`src/rtl/zframe_reader_pkg.sv`:
```
// Shared constants for the framebuffer scan-out reader: RGB565 colour table,
// SDRAM/pixel widths and the fetch FSM state encoding.
package zframe_reader_pkg;

    localparam int SDRAM_ADDR_W = 24;
    localparam int PIX_W        = 16;
    localparam int PIX_CNT_W    = 17;   // covers 480*272 = 130560 pixels

    typedef logic [SDRAM_ADDR_W-1:0] sdram_addr_t;
    typedef logic [PIX_W-1:0]        pix_t;
    typedef logic [PIX_CNT_W-1:0]    pix_cnt_t;

    // RGB565 colour table
    localparam pix_t COLOR_BLACK = 16'h0000;
    localparam pix_t COLOR_WHITE = 16'hFFFF;
    localparam pix_t COLOR_RED   = 16'hF800;
    localparam pix_t COLOR_GREEN = 16'h07E0;
    localparam pix_t COLOR_BLUE  = 16'h001F;

    typedef enum logic [2:0] {
        S_IDLE  = 3'd0,
        S_FILL  = 3'd1,
        S_WAIT  = 3'd2,
        S_GAP   = 3'd3,
        S_ABORT = 3'd4
    } state_e;

endpackage

```
`src/rtl/zframe_reader_fifo.sv`:
```
// zpix_fifo: small synchronous FIFO with flush. rdata_o always shows the head
// word (first-word-available), so a pop and its data share one cycle.
module zpix_fifo #(
    parameter int DEPTH = 16,
    parameter int WIDTH = 16
) (
    input  logic                   clk,
    input  logic                   rst_n,
    input  logic                   push_i,
    input  logic [WIDTH-1:0]       wdata_i,
    input  logic                   pop_i,
    input  logic                   flush_i,
    output logic [WIDTH-1:0]       rdata_o,
    output logic [$clog2(DEPTH):0] count_o,
    output logic                   empty_o,
    output logic                   full_o
);
    localparam int AW = $clog2(DEPTH);

    logic [WIDTH-1:0] mem_q [DEPTH];
    logic [AW-1:0]    wr_ptr_q, rd_ptr_q;
    logic [AW:0]      cnt_q;
    logic             do_push, do_pop;

    // flush beats both push and pop in the same cycle
    assign empty_o = (cnt_q == '0);
    assign full_o  = (cnt_q == (AW+1)'(DEPTH));
    assign do_push = push_i & ~flush_i & ~full_o;
    assign do_pop  = pop_i & ~flush_i & ~empty_o;
    assign rdata_o = mem_q[rd_ptr_q];
    assign count_o = cnt_q;

    // pointer and occupancy tracking
    always_ff @(posedge clk or negedge rst_n) begin
        if (!rst_n) begin
            wr_ptr_q <= '0;
            rd_ptr_q <= '0;
            cnt_q    <= '0;
        end else if (flush_i) begin
            wr_ptr_q <= '0;
            rd_ptr_q <= '0;
            cnt_q    <= '0;
        end else begin
            if (do_push) wr_ptr_q <= wr_ptr_q + AW'(1);
            if (do_pop)  rd_ptr_q <= rd_ptr_q + AW'(1);
            case ({do_push, do_pop})
                2'b10:   cnt_q <= cnt_q + (AW+1)'(1);
                2'b01:   cnt_q <= cnt_q - (AW+1)'(1);
                default: cnt_q <= cnt_q;
            endcase
        end
    end

    // storage array, no reset needed
    always_ff @(posedge clk) begin
        if (do_push) mem_q[wr_ptr_q] <= wdata_i;
    end

endmodule

```
`src/rtl/zframe_reader.sv`:
```
// zframe_reader: framebuffer scan-out reader. Fetches RGB565 pixels linearly
// from SDRAM into a pixel FIFO and serves one pixel per iPix_Req.
// Optional macro ZREADER_DBUF_EN: front buffer chosen by iBuf_Sel at each
// accepted frame start (FB_BASE1 when set); otherwise always FB_BASE0.
module zframe_reader
    import zframe_reader_pkg::*;
#(
    parameter int          H_ACTIVE   = 480,
    parameter int          V_ACTIVE   = 272,
    parameter int          FIFO_DEPTH = 16,
    parameter sdram_addr_t FB_BASE0   = 24'h000000,
    parameter sdram_addr_t FB_BASE1   = 24'h040000
) (
    input  logic                    clk,
    input  logic                    rst_n,
    input  logic                    en,
    input  logic                    iFrame_Start,
    input  logic                    iBuf_Sel,
    output logic [SDRAM_ADDR_W-1:0] oSDRAM_Rd_Addr,
    output logic                    oSDRAM_Rd_Req,
    input  logic                    iSDRAM_Rd_Done,
    input  logic [PIX_W-1:0]        iSDRAM_Rd_Data,
    input  logic                    iPix_Req,
    output logic [PIX_W-1:0]        oPix_Data,
    output logic                    oPix_Valid,
    output logic                    oUnderflow,
    output logic                    oFrame_Fetched
);
    localparam pix_cnt_t TOTAL = PIX_CNT_W'(H_ACTIVE * V_ACTIVE);
    localparam int       FCW   = $clog2(FIFO_DEPTH) + 1;

    state_e      state_q, state_d;
    pix_cnt_t    cnt_q, cnt_d;
    sdram_addr_t base_q, base_d, addr_q, addr_d, base_sel;
    logic        req_q, req_d, fetched_q, fetched_d;
    logic        uf_q, uf_d, pix_vld_q, pix_vld_d;
    pix_t        pix_data_q, pix_data_d;

    logic           fs_acc, abort_done, clr, pix_req;
    logic           fifo_push, fifo_pop, fifo_empty, fifo_full;
    logic [FCW-1:0] fifo_cnt;
    pix_t           fifo_rdata;

`ifdef ZREADER_DBUF_EN
    assign base_sel = iBuf_Sel ? FB_BASE1 : FB_BASE0;
`else
    sdram_addr_t unused_base1;
    logic        unused_buf_sel;
    assign unused_base1   = FB_BASE1;
    assign unused_buf_sel = iBuf_Sel;
    assign base_sel       = FB_BASE0;
`endif

    // clr covers both a direct restart and the deferred restart once an
    // aborted read has drained; it flushes the FIFO and clears frame status
    assign fs_acc     = iFrame_Start & en;
    assign abort_done = (state_q == S_ABORT) & iSDRAM_Rd_Done;
    assign clr        = fs_acc | abort_done;
    assign pix_req    = iPix_Req & en;
    assign fifo_push  = (state_q == S_WAIT) & iSDRAM_Rd_Done & ~fs_acc & ~fifo_full;
    assign fifo_pop   = pix_req & ~clr & ~fifo_empty;

    zpix_fifo #(
        .DEPTH (FIFO_DEPTH),
        .WIDTH (PIX_W)
    ) u_fifo (
        .clk     (clk),
        .rst_n   (rst_n),
        .push_i  (fifo_push),
        .wdata_i (iSDRAM_Rd_Data),
        .pop_i   (fifo_pop),
        .flush_i (clr),
        .rdata_o (fifo_rdata),
        .count_o (fifo_cnt),
        .empty_o (fifo_empty),
        .full_o  (fifo_full)
    );

    // fetch FSM: next state, request, address and frame counter
    always_comb begin
        state_d   = state_q;
        cnt_d     = cnt_q;
        base_d    = base_q;
        addr_d    = addr_q;
        req_d     = req_q;
        fetched_d = fetched_q;
        unique case (state_q)
            S_IDLE: if (fs_acc) state_d = S_FILL;
            S_FILL: begin
                if (fs_acc) begin
                    state_d = S_FILL;
                end else if (en) begin
                    if (cnt_q >= TOTAL) begin
                        fetched_d = 1'b1;
                        state_d   = S_IDLE;
                    end else if (fifo_cnt < FCW'(FIFO_DEPTH)) begin
                        // room for one more word once this read lands
                        req_d   = 1'b1;
                        addr_d  = base_q + {{(SDRAM_ADDR_W-PIX_CNT_W){1'b0}}, cnt_q};
                        state_d = S_WAIT;
                    end
                end
            end
            S_WAIT: begin
                // a read in flight is always completed, even with en low
                if (iSDRAM_Rd_Done) begin
                    req_d   = 1'b0;
                    state_d = fs_acc ? S_FILL : S_GAP;
                    if (!fs_acc) cnt_d = cnt_q + PIX_CNT_W'(1);
                end else if (fs_acc) begin
                    state_d = S_ABORT;
                end
            end
            S_GAP:   if (fs_acc || en) state_d = S_FILL;
            S_ABORT: begin
                if (iSDRAM_Rd_Done) begin
                    req_d   = 1'b0;
                    state_d = S_FILL;
                end
            end
            default: state_d = S_IDLE;
        endcase
        if (fs_acc) base_d = base_sel;
        if (clr) begin
            cnt_d     = '0;
            fetched_d = 1'b0;
        end
    end

    // pixel side: serve head, or black on underflow/flush
    always_comb begin
        pix_vld_d  = pix_req;
        pix_data_d = pix_data_q;
        uf_d       = uf_q;
        if (pix_req) begin
            if (clr || fifo_empty) begin
                pix_data_d = COLOR_BLACK;
                if (!clr) uf_d = 1'b1;
            end else begin
                pix_data_d = fifo_rdata;
            end
        end
        if (clr) uf_d = 1'b0;
    end

    // fetch-side registers
    always_ff @(posedge clk or negedge rst_n) begin
        if (!rst_n) begin
            state_q   <= S_IDLE;
            cnt_q     <= '0;
            base_q    <= '0;
            addr_q    <= '0;
            req_q     <= 1'b0;
            fetched_q <= 1'b0;
        end else begin
            state_q   <= state_d;
            cnt_q     <= cnt_d;
            base_q    <= base_d;
            addr_q    <= addr_d;
            req_q     <= req_d;
            fetched_q <= fetched_d;
        end
    end

    // pixel-side registers
    always_ff @(posedge clk or negedge rst_n) begin
        if (!rst_n) begin
            pix_data_q <= COLOR_BLACK;
            pix_vld_q  <= 1'b0;
            uf_q       <= 1'b0;
        end else begin
            pix_data_q <= pix_data_d;
            pix_vld_q  <= pix_vld_d;
            uf_q       <= uf_d;
        end
    end

    assign oSDRAM_Rd_Addr = addr_q;
    assign oSDRAM_Rd_Req  = req_q;
    assign oPix_Data      = pix_data_q;
    assign oPix_Valid     = pix_vld_q;
    assign oUnderflow     = uf_q;
    assign oFrame_Fetched = fetched_q;

endmodule

```
`config.mk`:
```
export PLATFORM = sky130hd
export DESIGN_NAME = zframe_reader
export DESIGN_NICKNAME = d
export VERILOG_FILES = /design/src/rtl/zframe_reader_pkg.sv /design/src/rtl/zframe_reader_fifo.sv /design/src/rtl/zframe_reader.sv
export SDC_FILE = /design/constraint.sdc
export NUM_CORES = 1
export LEC_CHECK = 0
export ABC_AREA = 1
export CAP_MARGIN = 20
export CORE_UTILIZATION = 54
export CTS_BUF_LIST = sky130_fd_sc_hd__clkbuf_8 sky130_fd_sc_hd__clkbuf_16
export CTS_CLUSTER_DIAMETER = 120
export DETAILED_ROUTE_END_ITERATION = 8
export GPL_ROUTABILITY_DRIVEN = 0
export PLACE_DENSITY = 0.75
export SETUP_SLACK_MARGIN = 0.02
export SLEW_MARGIN = 20
export SYNTH_ARGS = -nofsm -noshare
export SYNTH_HDL_FRONTEND = slang
export SYNTH_SLANG_ARGS = --single-unit
export TNS_END_PERCENT = 100
```
`constraint.sdc`:
```
create_clock -name clk -period 2.2 [get_ports clk]
set_input_delay 0.44 -clock clk [delete_from_list [all_inputs] [get_ports clk]]
set_output_delay 0.44 -clock clk [all_outputs]
set_load 0.01 [all_outputs]
```
Word level (Yosys, flattened, before mapping)
Memory sizes are Yosys's and may differ from the RTL's. Cells that the tools add are included.

$lt $le $gt $ge: 2. Reduce and logical (&&, ||, !) cells: 22. Add/subtract/negate cells: 5. Eq/ne operators: 19. Muxes and demuxes: 38. Bitwise gates (word level): 18.

Operator list (number): two-way mux 17 bit (4); two-way mux 3 bit (9); nonzero test 2 bit (10); adder 17 x 1 -> 17 bit, second input constant (1); >= comparator 17 bit, second input constant (1); two-way mux 16 bit (1); two-way mux 4 bit (4); two-way mux 1 bit (15); case mux 3 bit (5 select lines) (1); inequality test 2 bit, second input constant (7); AND 1 bit (12); AND reduction 6 bit (2); case mux 5 bit (2 select lines) (1); adder 4 x 1 -> 4 bit, second input constant (2); == test 3 x 2 -> 1 bit, second input constant (2); inequality test 3 bit, second input constant (2); adder 5 x 1 -> 5 bit, second input constant (1); == test 5 bit, second input constant (1); zero test 5 bit (1); < comparator 5 bit, second input constant (1); two-way mux 5 bit (1); inverter 1 bit (5); AND reduction 5 bit (1); subtractor 5 x 1 -> 5 bit, second input constant (1); other kinds (16) (18).

Word-level logic and storage cells: 116. Bits in writable memories: 256. Memories: 1. Output and inout bits: 44. Flip-flop bits (word level): 70.

Memories: u_fifo.mem_q (depth 16, bits a word 16, read ports 1, clocked after Yosys merged registers in 0, write ports 1, line zframe_reader_fifo.sv:20) `logic [WIDTH-1:0] mem_q [DEPTH];`.

Longest topological paths before layout
Depth after elaboration: 11. Depth in mapped cells: 16.

Modules after synthesis
Synthesis repeated with hierarchy kept, for this count alone.

Cells, all modules: 1204. Area total of the unflattened synthesis: 13814.5 sq um.

By module, submodules not included: zpix_fifo (cells an instance 825, seq. area each 8012.7 sq um, times used 1, area an instance 10782.8 sq um); zframe_reader (cells an instance 379, seq. area each 1426.4 sq um, times used 1, area an instance 3031.7 sq um).

Least setup slack after synthesis
No wires, ideal clock.

Kind: register to register. From: register state_q[2]. To: memory u_fifo.mem_q[11][0], enable pin. Slack: -88 ps. Cell stages (with the launch flop): 8. Data required time: 1812 ps. Setup time: 388 ps. Arrival: 1900 ps. Period minus slack after synthesis: 2288 ps. Cells stage by stage: dfrtp_1 > inv_1 > nand3_1 > nor2_2 > nand2_4 > inv_1 > nand2_1 > nor2_1.

Longest elaborated chain between the ends: 8. Elaborated cells on any way between the ends: 12. Classes of those cells: eq/ne (2); mux (2); bitwise (8).

Ends and longest elaborated chain: start: declaration (line zframe_reader.sv:32) `state_e state_q, state_d;`; start signal: assignment (line zframe_reader.sv:156) `state_q <= state_d;`; == test 3 x 2 -> 1 bit / == test 3 bit (equally long branches) (line zframe_reader.sv:60, zframe_reader.sv:57); AND 1 bit (on tied branches) (line zframe_reader.sv:60, zframe_reader.sv:57); AND 1 bit / OR 1 bit (equally long branches) (line zframe_reader.sv:60, zframe_reader.sv:58); AND 1 bit / inverter 1 bit (equally long branches) (line zframe_reader.sv:60, zframe_reader_fifo.sv:28); AND 1 bit * (2 in a row) (line zframe_reader_fifo.sv:28) `assign do_push = push_i & ~flush_i & ~full_o;`; two-way mux 1 bit * (line zframe_reader_fifo.sv:56) `if (do_push) mem_q[wr_ptr_q] <= wdata_i;`; two-way mux 1 bit (implied by the code) * (line zframe_reader_fifo.sv:56); end: declaration (line zframe_reader_fifo.sv:20).

Mark *: on every way between the ends. The rest lies on a longest branch, timed or not.

Worst setup path in the final report
From: register state_q[2]. To: memory u_fifo.mem_q[0][6], enable pin.

The elaborated chain is that of the path after synthesis.

==> run_results.csv <==
group,metric,value,unit
grt,track_usage,24.9,%
detailed_routing,avgRoutedWirePerCell,19.3,um
timing,min_period,2.04,ns
floorplanning,dieArea,25500,um^2
timing,final_hold_viol_count,0,
grt,grt_pass1_vias,9283,
detailed_routing,viasPerCell,5.81,
setup_path,start_kind,"flip-flop",
setup_path,critical_path_class,"reg -> reg",
detailed_routing,dr.pass1.iters,7,
synthesis,synth_edf_count,256,
place,pre_cts_slack,-0.258,ns
setup_path,cp_max_fo,10,
power_and_ir_drop,p_per_area,1120,nW/um^2
cts,h-tree-depth,2,
cts,cts-buffers-inserted,35,
run,cap_violations,0,
cts,ctsResizeCount,0,
final_layout,fin_nets,1280,
cts,root_buffer,"clkbuf_16",
synthesis,synth.largest_area_cell,"edfxtp_1",
floorplanning,ioPinCount,67,
detailed_routing,drcViolationCount,0,
power_and_ir_drop,p_leak,6.08,nW
cts,cts_setup_buffers,0,
detailed_routing,finalWirelength,30.7,mm
synthesis,netlist_area,13400,um^2
timing,finalSetupTns,0,ns
synthesis,synth_ff_type,"edfxtp_1",
setup_path,cp.required,2.40,ns
final_layout,fillerInstances,1764,
synthesis,ys_ff_latch,326,
synthesis,syn_inst,1142,
timing,worst_slack,0.163,ns
floorplanning,initial_core_util,55.2,%
floorplanning,die_h,160,um
synthesis,synth_area_leaders,"edfxtp_1, dfrtp_1, nand2_1",
timing,finalCritPeriodShare,92.6,%
setup_path,critPathCaptureType,"flip-flop",
place,dp.cells,1534,
timing,slew_headroom,53.8,%
detailed_routing,drtIter0Drc,927,
detailed_routing,ant_nets,0,
place,numPortBuffers,58,
power_and_ir_drop,vdd_drop_max,0.991,mV
detailed_routing,wl_met2,15.5,mm
setup_path,crit_slowest_cell,"dfrtp_1",
setup_path,cp.arrival,2.24,ns
setup_path,max_stage_delay,0.39,ns
timing,final-setup-viol-count,0,
floorplanning,die_x,160,um
final_layout,drive_gt1_share,13.0,%
power_and_ir_drop,total_power,0.0179,W
synthesis,ys_async_sr_fraction,21.5,%
detailed_routing,vias,9275,
detailed_routing,top_layer,"met4",
grt,grt_pass1_wl,49.6,mm
timing,fin_worst_skew,0.0128,ns
min_path,hold_class,"in -> async",
setup_path,critPathTopFamily,"simple AND/OR/NAND/NOR gates",
grt,grt_antenna_before_repair,0,
cts,cts_sinks,326,
timing,fmax,491,MHz
synthesis,synth-seq-area-share,70.3,%
synthesis,postSynthAreaPerCell,11.8,um^2
floorplanning,rows,57,
grt,grt_max_degree,101,
synthesis,synth_top_area_share,57.3,%
cts,clk_latency,0.51,ns
detailed_routing,met1Wirelength,12.4,mm
floorplanning,coreArea,24300,um^2
cts,path_clk_slew,0.06,ns
detailed_routing,wl_met3,2.05,mm
status,outcome,"finished clean",
cts,cts.path.max_buffers,3,
timing,tightest_slew,0.691,ns
cts,ctsHoldBuffers,1,
timing,holdWs,0.459,ns
setup_path,path_cells,"inv_1, nand3_1, nor2_2, nand2_4, inv_1, nand2_1, nor2_2, buf_4",
cts,cts_tree,"built",
timing,rsz0062_at_grt,"false",
grt,grt-ovfl-total,0,
synthesis,yosys_warnings,0,
timing,slew_viol_final,0,
final_layout,stdcell_count,1597,
setup_path,crit_buf_inv,3,
final_layout,area_growth,19.3,%
place,dp_hpwl,19.5,mm
synthesis,ys_types,42,
final_layout,num_antenna_cells,0,
[logic make-up (layout without fill, tap and decap cells)]
logic type / after synthesis / in the layout / synth area share [%]
and+or+nand+nor: 408 / 408 / 12.8
DFF: 326 / 326 / 70.3
AOI/OAI and AO/OA: 271 / 271 / 12.0
buffers and inverters: 124 / 249 / 3.85
adders and majority gates: 9 / 9 / 0.839
xor gates and xnor gates: 3 / 3 / 0.196
other: 1 / 7 / 0.0279
[area by class of cell]
class / count / area (um^2) / share of cell area, %
multi-input combinational: 698 / 3530 / 22.0
clock buffer: 40 / 967 / 6.04
inverter: 57 / 218 / 1.36
timing repair buffer: 130 / 1280 / 8.01
clock inverter: 22 / 171 / 1.07
sequential: 326 / 9450 / 58.9
tap: 324 / 405 / 2.53
[through the flow]
stage | utilization (%) | instance area (um^2)
2_1_floorplan | - | 13500
3_3_place_gp | 61.2 | 14900
3_5_place_dp | 61.2 | 14900
4_1_cts | 65.9 | 16000
5_1_grt | 65.9 | 16000
6_report | 65.9 | 16000
[power breakdown]
group	switching, W	total (W)	internal [W]	leakage (nW)
Combinational	0.00302	0.00489	0.00187	2.24
Sequential	0.000266	0.00731	0.00705	3.24
Clock	0.00226	0.00574	0.00348	0.598
[placed cells by master (no fill, tap or decap), drive strengths merged, types with 10 or more instances in the layout]
| master | n |
|---|---|
| a21oi | 136 |
| a221o | 14 |
| a22oi | 38 |
| buf | 72 |
| clkbuf | 40 |
| clkdlybuf4s50 | 57 |
| dfrtp | 70 |
| edfxtp | 256 |
| inv | 66 |
| nand2 | 280 |
| nand3 | 58 |
| nor2 | 54 |
| o211ai | 10 |
| o21ai | 55 |
[worst reg2reg max path: cells and delay by family (launching register included)]
kind                   cells  cell delay, ns
and+or+nand+nor            5            0.81
buffers and inverters      3            0.54
DFF                        1            0.39
[sequential cells by signal (all words and copies together), names as in the netlist]
register / count
u_fifo.mem_q: 256
cnt_q: 17
oSDRAM_Rd_Addr: 17
oPix_Data: 16
u_fifo.count_o: 5
u_fifo.rd_ptr_q: 4
u_fifo.wr_ptr_q: 4
state_q: 3
oFrame_Fetched: 1
oPix_Valid: 1
oSDRAM_Rd_Req: 1
oUnderflow: 1
[Yosys cell counts (all sizes together) (2+ instances only)]
cell and instances:
clkbuf 35, inv 57, nand4 4, o211ai 10, dfrtp 70, a21oi 136, o21ai 55, a221oi 8
a221o 14, buf 32, nor2 54, nor3 9, a31oi 2, ha 9, nand2 280, o221ai 2
a22oi 38, nand3 58, xor2 3, o21a 2, edfxtp 256
[layer usage]
layer / vias to the layer above / GRT usage, %
li1: 4285 / -
met1: 4483 / 33.2
met2: 439 / 42.4
met3: 68 / 3.12
met4: 0 / 8.48
met5: - / 0
[path summary, 6_finish.rpt]
kind,slack [ns],startpoint,to,depth (start not counted)
min,0.46,rst_n,oSDRAM_Rd_Addr[4],2
max reg2reg,0.16,state_q[2],u_fifo.mem_q[0][6],8
max,0.16,state_q[2],u_fifo.mem_q[0][6],8
min reg2reg,0.48,oPix_Data[7],oPix_Data[7],2
max in group asynchronous,1.18,rst_n,u_fifo.count_o[0],3
min in group clk,0.48,oPix_Data[7],oPix_Data[7],2
Power figures use the tool's default switching activity.
==> RTL edit 1 (same flow settings) <==
`PIX_CNT_W`: 17 -> 13.
--- a/src/rtl/zframe_reader_pkg.sv
+++ b/src/rtl/zframe_reader_pkg.sv
@@ -4,7 +4,7 @@
 
     localparam int SDRAM_ADDR_W = 24;
     localparam int PIX_W        = 16;
-    localparam int PIX_CNT_W    = 17;   // covers 480*272 = 130560 pixels
+    localparam int PIX_CNT_W    = 13;   // covers 480*272 = 130560 pixels
 
     typedef logic [SDRAM_ADDR_W-1:0] sdram_addr_t;
     typedef logic [PIX_W-1:0]        pix_t;
Formal check against the unedited RTL: same outputs for any inputs over 4 cycles, from zero or initial values and one cycle with rst_n low; that may be too few to reach the edited logic, so the function may still have changed.
==> RTL edit 1 against the original RTL <==
Clock power decreased by 3.7%; sequential power fell by 2%; wire length fell by 2.1%; synthesized area is 2.6% lower; critical path type unchanged; synthesized cell count fell by 3.3%; worst setup slack lost 0.018 ns; power shrank 2.4%; sequential cell count is 8 lower; design area decreased by 2.6%; critical path depth did not move.
==> RTL edit 1: results (changes against the original RTL) <==
Parameter                              Value

Min path
  Worst min-delay path class    register to register

Layout
  Proportion of layout cells with a drive suffix above 1    0.1281 (-0.002342)
  Net count, final    1234 (-3.6%)

Synth
  Unique cell type count in the Yosys netlist    40 (-4.8%)
  Xor-xnor portion of the synthesized cell area    0.002679 (+0.0007218)
  Adder-Cell Fraction of Synth Area    0.008611 (+0.0002231)
  Compound-Gate Fraction of Synth Area    0.1131 (-0.007135)
  List of most frequent post-synthesis cells    nand2_1, edfxtp_1, a21oi_1, dfrtp_1, nand3_1
  Average cell area after synthesis    11.85 µm² (+0.76%)
  Multiplexer share of the synthesized area    0.0008611 (+0.0008611)
  Sequential cell area fraction in the yosys report    0.7065 (+0.003392)
  Leading cell types by total area after synthesis    edfxtp_1, dfrtp_1, nand2_1
  Fraction of synthesis flops using an asynchronous set or reset pin    0.1950 (-0.01976)

Placement
  Placement Setup Slack    -0.2471 ns (+0.01041 ns)
  Area after DPL    0.01449 mm² (-2.6%)
  Port buffer count    54 (-6.9%)
  Placed instance count    1484 (-3.3%)
  HPWL after detailed placement    17990 µm (-7.6%)

Clock network
  Number of buffers inserted during clock tree synthesis    34 (-2.9%)
  Cell at the root of the clock tree    clkbuf_16

GRT
  Global routing met1 resource utilization    0.3439 (+0.01181)
  Vias in the first global route    8738 (-5.9%)
  M2 GR Usage    0.4141 (-0.01008)
  First-pass GRT wire length    47400 µm (-4.4%)
  Global router's overall resource usage    0.2538 (+0.004998)
  Met3 Use GR    0.04243 (+0.01126)
  Largest net degree at the start of global routing    79 (-22%)

Route
  Routed length per instance    19.49 µm (+1.2%)
  Detailed-route vias per instance    5.755 (-0.90%)
  Number of DRC markers in iteration 0    741 (-20%)
  DR vias    8892 (-4.1%)
  Routed wl met3    2234 µm (+9.1%)
  DRT met1 WL    12380 µm (-0.23%)
  Routed length on met2    14570 µm (-6.1%)

Status
  Outcome    complete, no violations

Pwr
  Largest voltage drop on the vdd net    0.8329 mV (-16%)
  Sw Share    0.3097 (+0.0007152)

Worst setup path
  Crit Reg-Reg Startpoint    state_q[2]
  RR Endpoint    u_fifo.mem_q[15][9]
  CP arrival    2.26 ns (+0.02 ns)
  Slack of the worst reg-to-reg path    0.14 ns (-0.02 ns)

STA
  Max transition margin    0.4838 (-0.05401)
  Share of the clock period used by the worst path after layout    0.9341 (+0.008260)
[RTL edit 1: area by class of cell]
class | count | area [µm²]
Clock buffer | 42 | 972.2
Fill cell | 1715 | 7999
Timing Repair Buffer | 123 | 1281
Multi-Input combinational cell | 682 | 3422
Inverter | 43 | 167.7
Tap cell | 319 | 399.1
Clock inverter | 18 | 127.6
Sequential cell | 318 | 9244
[RTL edit 1: how the worst min path moves through the flow]
| stage | startpoint | slack, ns | end | depth (start not counted) |
|---|---|---|---|---|
| 2_1_floorplan | rst_n | 0.14 | cnt_q[0] | 0 |
| 3_3_place_gp | oSDRAM_Rd_Addr[11] | 0.46 | oSDRAM_Rd_Addr[11] | 2 |
| 3_5_place_dp | oPix_Data[11] | 0.47 | oPix_Data[11] | 2 |
| 4_1_cts | oPix_Data[11] | 0.48 | oPix_Data[11] | 2 |
| 5_1_grt | oSDRAM_Rd_Addr[1] | 0.50 | oSDRAM_Rd_Addr[1] | 2 |
| 6_report | oSDRAM_Rd_Addr[6] | 0.48 | oSDRAM_Rd_Addr[6] | 2 |
[RTL edit 1: power groups by stage]
stage | logic, mW | registers (mW) | clock network (mW)
after CTS | 4.76 | 7.20 | 5.62
after global routing | 5.28 | 7.24 | 5.82
after global placement | 4.59 | 7.30 | 0
final | 4.77 | 7.20 | 5.53
after detailed placement | 4.71 | 7.31 | 0
after floorplan | 2.91 | 7.36 | 0
[RTL edit 1: critical path: stages, from the launching register on]
cell	delay, ns
dfrtp_1	0.41
inv_1	0.12
nand3_2	0.16
nor2_4	0.15
nand2_4	0.09
inv_1	0.15
nand2_1	0.19
nor2_2	0.26
buf_4	0.20
[RTL edit 1: repair_timing]
item	in CTS	in global routing
resized for setup	0	2
hold buffers	1	0
endpoints found under the setup margin	0	59
hold endpoints to repair	62	0
==> RTL edit 2 (same settings) <==
Without the edit above. Re-encode `state_e` (5 states) as one-hot, 5 bits wide.
--- a/src/rtl/zframe_reader_pkg.sv
+++ b/src/rtl/zframe_reader_pkg.sv
@@ -17,12 +17,12 @@
     localparam pix_t COLOR_GREEN = 16'h07E0;
     localparam pix_t COLOR_BLUE  = 16'h001F;
 
-    typedef enum logic [2:0] {
-        S_IDLE  = 3'd0,
-        S_FILL  = 3'd1,
-        S_WAIT  = 3'd2,
-        S_GAP   = 3'd3,
-        S_ABORT = 3'd4
+    typedef enum logic [4:0] {
+        S_IDLE  = 5'b00001,
+        S_FILL  = 5'b00010,
+        S_WAIT  = 5'b00100,
+        S_GAP   = 5'b01000,
+        S_ABORT = 5'b10000
     } state_e;
 
 endpackage
Behaviour: same outputs for any inputs over 4 cycles, from zero or initial values and one cycle with rst_n low; so few cycles prove little.
==> RTL edit 2 against the original RTL <==
Worst setup slack worse by 0.021 ns; clock power is 1% higher; clock skew is 0.0073 ns higher; sequential cell count is 2 higher; synthesized area is 1.8% higher; synthesized cell count is 2.4% higher; design area is 2.3% higher; hold slack worse by 0.0056 ns; cell count is 1.6% higher; wire length is 7.9% higher; die area is 1.8% higher; power is 9.3% lower; maximum frequency is 1.0% lower; largest cell class unchanged; largest power group unchanged.
==> RTL edit 2: results (changes against the original RTL) <==
Parameter                              Value

GRT
  Number of antenna violations at the first check in global routing    0 (unchanged)
  Vias in the first global route    9397 (+1.2%)
  Total gr overflow    0 (unchanged)
  Largest net degree at the start of global routing    62 (-39%)
  First-pass GRT wire length    51860 µm (+4.6%)
  Global router's overall resource usage    0.2613 (+0.01250)

Route
  Sum of routed wire length over all layers    33170 µm (+7.9%)
  Detailed Routing Iterations Pass 1    8 (+1)
  Routed length on met2    16100 µm (+3.7%)
  Routed wl met3    2989 µm (+46%)
  Number of DRC markers in iteration 0    1201 (+30%)
  DR top layer    met4
  DR vias    9611 (+3.6%)
  Detailed-route vias per instance    5.925 (+2.0%)
  DRT met1 WL    13300 µm (+7.1%)

Status
  Outcome    complete, no violations

Worst setup path
  Highest-delay cell along the critical path    dfrtp_1
  Crit Reg-Reg Startpoint    state_q[1]
  Cell depth of the worst flop-to-flop path    12 (+4)
  Family of cells with the greatest summed delay on the critical path    simple AND/OR/NAND/NOR gates
  RR Endpoint    u_fifo.count_o[3]
  Peak fanout along the critical path    4 (-6)
  Slack of the worst reg-to-reg path    0.14 ns (-0.02 ns)
  Largest stage delay, worst path    0.42 ns (+0.03 ns)

Clock network
  Clk slew on worst S/H paths    0.06 ns (about the same)
  Number of buffers inserted during clock tree synthesis    34 (-2.9%)
  Max H-tree Level    2 (unchanged)
  Clock Path Buffers    3 (unchanged)

Synth
  Average cell area after synthesis    11.69 µm² (-0.53%)
  Fraction of synthesized cell area taken by the top area cell type    0.5623 (-0.01027)
  Sequential cell area fraction in the yosys report    0.6942 (-0.008860)
  Leading cell types by total area after synthesis    edfxtp_1, dfrtp_1, nand2_1
  List of most frequent post-synthesis cells    nand2_1, edfxtp_1, a21oi_1, dfrtp_1, inv_1
  Fraction of synthesis flops using an asynchronous set or reset pin    0.2195 (+0.004788)
  Unique cell type count in the Yosys netlist    43 (+2.4%)
  EDFF count, synth    256 (unchanged)

Placement
  Area after DPL    0.01523 mm² (+2.4%)
  Port buffer count    58 (unchanged)
  Placement Setup Slack    -0.2457 ns (+0.01179 ns)
  Placed instance count    1561 (+1.8%)
  HPWL after detailed placement    19990 µm (+2.7%)

Layout
  Largest register FFs    256 (unchanged)
  Ant. Diodes    0 (unchanged)
  Proportion of layout cells with a drive suffix above 1    0.1348 (+0.004422)
  Net count, final    1306 (+2.0%)

Pwr
  Leakage Power    6.301 nW (+3.7%)
  Largest voltage drop on the vdd net    0.6584 mV (-34%)

STA
  Worst-case hold slack    0.4530 ns (-0.005606 ns)
  Worst clock skew on the final layout    0.02013 ns (+0.007321 ns)
  Worst-margin pin slew    0.7062 ns (+0.01501 ns)

Min path
  Worst min-delay path class    input port to asynchronous set/reset pin
## RTL edit 2: routing by layer
layer,global-route usage,vias up
li1,-,4373
met1,0.3586,4709
met2,0.4216,456
met3,0.05085,73
met4,0.08662,0
met5,0,-
## RTL edit 2: final cells by class
class                      count  area, µm²
sequential                   328       9495
fill                        1735       8210
multi-input combinational    716       3696
timing repair buffer         132       1424
clock buffer                  40      944.7
tap                          324      405.4
inverter                      62      236.5
clock inverter                20      192.7
## RTL edit 2: report_power, final
part           internal (mW)  switching [mW]
registers               6.97           0.209
logic                   1.25            2.03
clock network           3.52            2.29
total                   11.7            4.52
## RTL edit 2: cells by family (layout without fill, tap and decap cells)
group | count (synthesis) | in the layout | synth area share
and+or+nand+nor | 429 | 429 | 0.1327
DFF | 328 | 328 | 0.6942
AOI/OAI and AO/OA | 263 | 263 | 0.1183
buffers and inverters | 131 | 254 | 0.04109
adders and majority gates | 9 | 9 | 0.008237
xor gates and xnor gates | 8 | 8 | 0.005126
other | 1 | 7 | 0.0002743
## RTL edit 2: worst max path at each step
stage | from | endpoint | slack, ns | depth (start not counted)
2_1_floorplan | iFrame_Start | u_fifo.mem_q[11][0] | -0.02 | 7
5_1_grt | state_q[3] | u_fifo.count_o[3] | 0.02 | 12
3_3_place_gp | en | u_fifo.mem_q[2][11] | -0.18 | 9
3_5_place_dp | en | u_fifo.count_o[3] | -0.25 | 14
4_1_cts | state_q[3] | u_fifo.count_o[3] | 0.14 | 12
6_report | state_q[1] | u_fifo.count_o[3] | 0.14 | 12
## RTL edit 2: repair_timing
item / 4_1_cts / 5_1_grt
hold buffers: 1 / 0
setup endpoints to repair: 0 / 4
resized for setup: 0 / 5
hold endpoints to repair: 30 / 0
